--- config.mk ---
export PLATFORM = sky130hd
export DESIGN_NAME = regfile_req_bridge
export DESIGN_NICKNAME = d
export VERILOG_FILES = /design/src/rtl/regfile_bridge_pkg.sv /design/src/rtl/regfile_req_bridge.sv
export SDC_FILE = /design/constraint.sdc
export NUM_CORES = 1
export LEC_CHECK = 0
export ABC_AREA = 1
export CAP_MARGIN = 20
export CORE_ASPECT_RATIO = 2
export CORE_MARGIN = 1
export CORE_UTILIZATION = 45
export DETAILED_ROUTE_END_ITERATION = 10
export GPL_TIMING_DRIVEN = 1
export PLACE_DENSITY = 0.9
export SLEW_MARGIN = 5
export SYNTH_ARGS = -nofsm -noshare
export SYNTH_HDL_FRONTEND = slang
export SYNTH_SLANG_ARGS = --single-unit
--- constraint.sdc ---
create_clock -name clk -period 2.11 [get_ports clk]
set_clock_uncertainty 0.05 [all_clocks]
set_input_delay 0.422 -clock clk [delete_from_list [all_inputs] [get_ports clk]]
set_output_delay 0.422 -clock clk [all_outputs]
set_load 0.005 [all_outputs]
--- src/rtl/regfile_bridge_pkg.sv ---
// Shared types for the regfile request bridge: FSM state encoding and
// request/response records at the default port widths.
`timescale 1ns/1ps
package regfile_bridge_pkg;

  localparam int unsigned BRIDGE_AW = 8;
  localparam int unsigned BRIDGE_DW = 8;

  // Legacy state codes kept visible so old waveforms/decoders still line up
  localparam logic [1:0] S_IDLE = 2'd0;
  localparam logic [1:0] S_WR   = 2'd1;
  localparam logic [1:0] S_RD   = 2'd2;
  localparam logic [1:0] S_RESP = 2'd3;

  typedef enum logic [1:0] {
    IDLE = S_IDLE,
    WR   = S_WR,
    RD   = S_RD,
    RESP = S_RESP
  } state_e;

  typedef struct packed {
    logic                 write;
    logic [BRIDGE_AW-1:0] addr;
    logic [BRIDGE_DW-1:0] wdata;
  } req_t;

  typedef struct packed {
    logic                 write;
    logic                 err;
    logic [BRIDGE_DW-1:0] rdata;
  } rsp_t;

endpackage

--- src/rtl/regfile_req_bridge.sv ---
// Single-outstanding bridge from a valid/ready request channel to regfile
// ren/wen strobes, with a valid/ready response and a completion counter.
`timescale 1ns/1ps
module regfile_req_bridge
  import regfile_bridge_pkg::*;
#(
  parameter int AW         = 8,
  parameter int DW         = 8,
  parameter int NUM_REGS   = 256,
  parameter int RD_LATENCY = 1
) (
  input  logic          clk,
  input  logic          rst_n,
  input  logic          req_valid,
  output logic          req_ready,
  input  logic          req_write,
  input  logic [AW-1:0] req_addr,
  input  logic [DW-1:0] req_wdata,
  output logic          rsp_valid,
  input  logic          rsp_ready,
  output logic          rsp_write,
  output logic          rsp_err,
  output logic [DW-1:0] rsp_rdata,
  output logic [AW-1:0] rf_addr,
  output logic [DW-1:0] rf_din,
  output logic          rf_ren,
  output logic          rf_wen,
  input  logic [DW-1:0] rf_dout,
  output logic [15:0]   txn_count
);

  localparam logic [2:0] LAT = 3'(RD_LATENCY);

  if (NUM_REGS < 1 || NUM_REGS > (2 ** AW)) begin : g_bad_num_regs
    $error("regfile_req_bridge: NUM_REGS must be in 1..2**AW");
  end
  if (RD_LATENCY < 0 || RD_LATENCY > 7) begin : g_bad_rd_latency
    $error("regfile_req_bridge: RD_LATENCY must be in 0..7");
  end

  state_e     state;
  logic [2:0] lat_cnt;
  logic       addr_err;

  assign addr_err  = 32'(req_addr) >= 32'(NUM_REGS);

  // Strobes decode straight from state so an async reset drops them at once
  assign req_ready = (state == IDLE);
  assign rsp_valid = (state == RESP);
  assign rf_wen    = (state == WR);
  assign rf_ren    = (state == RD);

  always_ff @(posedge clk or negedge rst_n) begin
    if (!rst_n) begin
      state     <= IDLE;
      lat_cnt   <= '0;
      rf_addr   <= '0;
      rf_din    <= '0;
      rsp_write <= 1'b0;
      rsp_err   <= 1'b0;
      rsp_rdata <= '0;
      txn_count <= '0;
    end else begin
      case (state)
        IDLE: begin
          if (req_valid) begin
            rsp_write <= req_write;
            rsp_err   <= addr_err;
            rsp_rdata <= '0;
            lat_cnt   <= '0;
            if (addr_err) begin
              state <= RESP;
            end else begin
              rf_addr <= req_addr;
              if (req_write) begin
                rf_din <= req_wdata;
                state  <= WR;
              end else begin
                state  <= RD;
              end
            end
          end
        end
        WR: state <= RESP;
        RD: begin
          if (lat_cnt == LAT) begin
            rsp_rdata <= rf_dout;
            state     <= RESP;
          end else begin
            lat_cnt <= lat_cnt + 3'd1;
          end
        end
        RESP: begin
          if (rsp_ready) begin
            txn_count <= txn_count + 16'd1;
            state     <= IDLE;
          end
        end
        default: state <= IDLE;
      endcase
    end
  end

  a_strobe_exclusive: assert property (@(posedge clk) disable iff (!rst_n) !(rf_ren && rf_wen));

endmodule

# --- Word level (Yosys, flattened, before mapping) ---
# Index checks and enable logic that the tools add are counted.
op_classes:
  add_sub_neg: 2
  eq_ne: 8
  mux: 11
  reduce_logical: 8
ops:
  columns: ["op", "n"]
  rows:
  - ["16-bit by 1-bit adder with 16-bit output, second input constant", 1]
  - ["8-bit two-way mux", 2]
  - ["8-bit one-hot mux with 2 select lines", 1]
  - ["3-bit AND reduction", 4]
  - ["2-bit two-way mux", 4]
  - ["2-bit one-hot mux with 4 select lines", 1]
  - ["3-bit two-way mux", 2]
  - ["3-bit one-hot mux with 2 select lines", 1]
  - ["2-bit equality test, second input constant", 2]
  - ["2-bit by 1-bit != test with 1-bit output, second input constant", 2]
  - ["2-bit != test, second input constant", 2]
  - ["2-bit AND reduction", 2]
  - ["3-bit by 1-bit adder with 3-bit output, second input constant", 1]
  - ["3-bit by 1-bit equality test with 1-bit output, second input constant", 1]
  - ["2-bit by 1-bit equality test with 1-bit output, second input constant", 1]
  - ["2-bit zero test", 1]
  - ["2-bit nonzero test", 1]
word_totals:
  ff_bits: 46
  word_cells: 36

# --- Depth between registers and ports, before layout ---
logic_depth:
  word_depth: 3
  ltp_mapped: 8

# --- Least setup slack after synthesis ---
# No wires, ideal clock.
synth_path:
  kind: "reg2reg"
  startpoint: "register state[0]"
  endpoint: "register rf_din[0]"
  arrival_ns: 1.396
  slack_ns: 0.538
  stages_incl_launch_ff: 8
  n_path_buf: 1
  path_cell_list: "dfrtp_1 > inv_1 > ha_1 > nand2_2 > buf_6 > inv_8 > nand2_8 > mux2_4"
synth_between:
  elab_chain_cells: 2
synth_rtl:
  columns: ["item", "line_no", "text"]
  rows:
  - ["from (decl)", "regfile_req_bridge.sv:41", "state_e state;"]
  - ["from (signal assigned)", "regfile_req_bridge.sv:55", "state <= IDLE;"]
  - ["from (signal assigned)", "regfile_req_bridge.sv:72", "state <= RESP;"]
  - ["from (signal assigned)", "regfile_req_bridge.sv:77", "state <= WR;"]
  - ["2-bit zero test", null, null]
  - ["via req_ready", "regfile_req_bridge.sv:15", "output logic req_ready,"]
  - ["3-bit AND reduction (no line)", null, null]
  - ["to (signal assigned)", "regfile_req_bridge.sv:76", "rf_din <= req_wdata;"]
  - ["to (decl)", "regfile_req_bridge.sv:25", "output logic [DW-1:0] rf_din,"]
# The timed path passes the listed nets, and every way through them passes these cells.
# A chain may end at the register's enable or synchronous reset.

# --- Worst setup path after layout ---
layout_path:
  startpoint: "register state[0]"
  endpoint: "output port rf_ren"
layout_between:
  elab_chain_cells: 1
layout_rtl:
  columns: ["item", "line_no", "text"]
  rows:
  - ["2-bit equality test", "regfile_req_bridge.sv:51", "assign rf_ren = (state == RD);"]
  - ["to (decl)", "regfile_req_bridge.sv:26", "output logic rf_ren,"]
# No other way between the ends.

==> summary.md <==
| Metric | Value |
|---|---|
| Unique masters post-synth | 24 |
| Fillers | 365 |
| Post-DP HPWL | between 3000 and 4000 µm |
| Slowest stage cell on the critical path | clkdlybuf4s50_1 |
| CTS tree | yes |
| Vias/cell | between 4 and 5 |
| Post-synthesis average cell area | 9.520 µm² |
| Critical Path End Type | output port |
| Cell Chain, Critical Path | inv_1, ha_1, clkdlybuf4s50_1 |
| Post-layout net count | 341 |
| Synth Warn # | 0 |
| Reg2reg path depth | 7 |
| CTS clk-pin slew, worst paths | 0.09 ns |
| Failing checks | negative hold slack |
| CTS buffer count | 5 |
| Area after DPL | 2939 µm² |
| DRC Markers | 0 |
| Clock sinks | 46 |
| Number of global-route vias before repair | 1775 |
| Total GRT Usage | 0.2138 |
| Cell Pwr Density | roughly 1200 nW/µm² |
| Leakage power | roughly 1.5 nW |
| Die area | 5057 µm² |
| CP bufs+invs | 2 |
| Syn Std Cell Area | 2142 µm² |
| Largest net degree at the start of global routing | 19 |
| Share of cells above drive strength 1 | 0.09150 |
| Setup crit start kind | flip-flop |
| CTS Root Cell | clkbuf_8 |
| Die height | 99.57 µm |
| Final hold viol count | 16 |
| Status | complete, but fails checks |
| CP delay by family, top | buffers and inverters |
| # port buffers | 73 |
| Synth-to-layout area growth | 42.76% |
| Critical path depth | 3 |
| Final ANT Viol Nets | 0 |
| Register area share after synthesis | 0.5374 |
| Worst Path Arrival | ~1.5 ns |
| RSZ-0062 raised after global routing | false |
| Worst setup path class | reg -> out |
| Initial Util | 0.4659 |
| Die X | 50.79 µm |
| GRT overflow | 0 |
| Post-Route WL | 4949 µm |
| Period minus WS final | ~2.0 ns |
| Row Count | 35 |
| DR pass1 iterations | 4 |
| Initial DRC count | 24 |
| First-pass GRT wire length | 8059 µm |
| Max Slew Vio Count | 0 |
| Antenna cell count | 0 |
| Ports | 75 |
| Clk Latency, worst-skew pair | 0.30 ns |
| Mapped Nets | 261 |
| Final hold slack | -0.003583 ns |
| Fmax | between 0.4 and 0.5 GHz |
| Clock buffer depth | 2 |
| Initial antenna violation count | 0 |
| HP Class | in -> async |
| Critical Path Max Stage Delay | 0.50 ns |
| Setup violations, final | 0 |
| Worst-path fanout max | 3 |
| Yosys reg bits | between 40 and 50 |
| Mapped Cells | 225 |
| Postcts setup bufs | 0 |
| Setup TNS | 0 ns |
| Max Cap Viol | 0 |
| CORE AREA | 4598 µm² |
| H-tree levels | 2 |
| VDD IR-drop max | ~660 µV |
| Req. time, crit path | 1.64 ns |
| Vias | 1744 |
| Wire per inst | between 10 and 15 µm |
| Final Cell Area | between 3000 and 4000 µm² |
| Crit share post-route | 0.9517 |
| Gpl congestion | 0.7700 |
-- cell usage in the layout (no fill, tap or decap), types with 2 or more instances in the layout --
master,n
xnor2_1,6
ha_1,6
mux2_4,8
dfrtp_1,46
xor2_1,4
nand3_1,7
clkdlybuf4s50_1,72
o21ai_0,17
clkbuf_1,2
inv_1,19
buf_4,4
nand4_1,6
nand2_1,81
nor2_1,11
clkbuf_8,5
-- kinds of logic (layout without fill, tap and decap cells) --
kind of cell	after synthesis	count (layout)	synth area share
AND/OR/NAND/NOR	110	110	0.2226
flip-flops	46	46	0.5374
buffers and inverters	24	105	0.05140
AO/OA/AOI/OAI	18	18	0.04381
XOR/XNOR	10	10	0.04089
multiplexers	9	9	0.06133
adder cells (fa/ha/maj)	7	7	0.04089
other	1	1	0.001751
-- layer usage --
metal,vias to the layer above,track usage,part of all wire
li1,872,-,-
met1,817,0.2356,0.38
met2,49,0.3918,0.57
met3,6,0.04434,0.035
met4,0,0.07479,0.014
met5,-,0,0
-- flip-flops by register name (all words and copies together) (netlist names) --
signal and cells:
rsp_write 1, rf_din 8, state 2, rsp_rdata 8
lat_cnt 3, rf_addr 8, txn_count 16
-- report_power, final --
group / internal [mW] / switching, mW / leakage (nW) / total (mW)
Sequential: 1.17 / 0.195 / 0.588 / 1.36
Clock: 0.355 / 0.283 / 0.0524 / 0.637
Combinational: 0.878 / 0.647 / 0.821 / 1.52
Total: 2.40 / 1.12 / 1.46 / 3.53
-- worst paths after layout --
kind	start	to	slack, ns
setup / recovery	state[0]$_DFFE_PN0P_	rf_ren	0.10
hold / removal	rst_n	rsp_rdata[0]$_DFFE_PN0P_	-0.004
setup reg to reg	state[0]$_DFFE_PN0P_	rsp_rdata[6]$_DFFE_PN0P_	0.24
hold reg to reg	rsp_rdata[7]$_DFFE_PN0P_	rsp_rdata[7]$_DFFE_PN0P_	0.44
max in group asynchronous	rst_n	txn_count[6]$_DFFE_PN0P_	1.46
min in group clk	rsp_rdata[7]$_DFFE_PN0P_	rsp_rdata[7]$_DFFE_PN0P_	0.44
-- synthesized netlist by cell type --
cell,instances,area (µm²)
nand4_1,6,37.54
nand2_1,81,304.0
conb_1,1,3.750
clkbuf_1,1,3.750
ha_1,7,87.58
xnor2_1,6,52.55
buf_6,1,11.26
nand2_8,1,20.02
dfrtp_1,46,1151
nor3_4,1,16.27
nor3_2,1,10.01
buf_4,1,7.510
o21ai_0,17,85.08
inv_8,1,11.26
o21ai_2,1,8.760
nor2_1,11,41.29
or2_2,1,6.260
inv_1,19,71.32
mux2_2,1,11.26
buf_2,1,5.000
xor2_1,4,35.03
nand3_1,7,35.03
mux2_4,8,120.1
nand2_2,1,6.260
-- through the flow --
| stage | hold WS (ns) | total power, mW | worst slack, ns | utilization | instances |
|---|---|---|---|---|---|
| final | -0.003583 | 3.526 | 0.1019 | 0.6650 | 361 |
| after global routing | 0.01618 | 3.758 | 0.02630 | 0.6650 | 361 |
| after CTS | 0.001756 | 3.530 | 0.03750 | 0.6629 | 361 |
| after detailed placement | 0.3156 | 2.889 | 0.2009 | 0.6392 | 353 |
| after global placement | 0.3129 | 2.818 | 0.2299 | 0.6392 | 353 |
| after floorplan | 0.07641 | 2.066 | 0.5385 | - | 225 |
-- layout make-up --
class | instances | area [µm²] | area share
Sequential cell | 46 | 1151 | 0.3764
Multi-Input combinational cell | 155 | 893.4 | 0.2921
Timing Repair Buffer | 77 | 755.7 | 0.2471
Inverter | 20 | 82.58 | 0.02700
Clock buffer | 7 | 76.32 | 0.02496
Tap cell | 55 | 68.82 | 0.02250
Clock inverter | 1 | 30.03 | 0.009820
-- repair_timing --
action | CTS | global route
resized for setup | 1 | 1
setup endpoints to repair | 1 | 1
hold endpoints to repair | 0 | 0
hold buffers | 0 | 0
No activity file was read; power rests on OpenSTA's default activity.
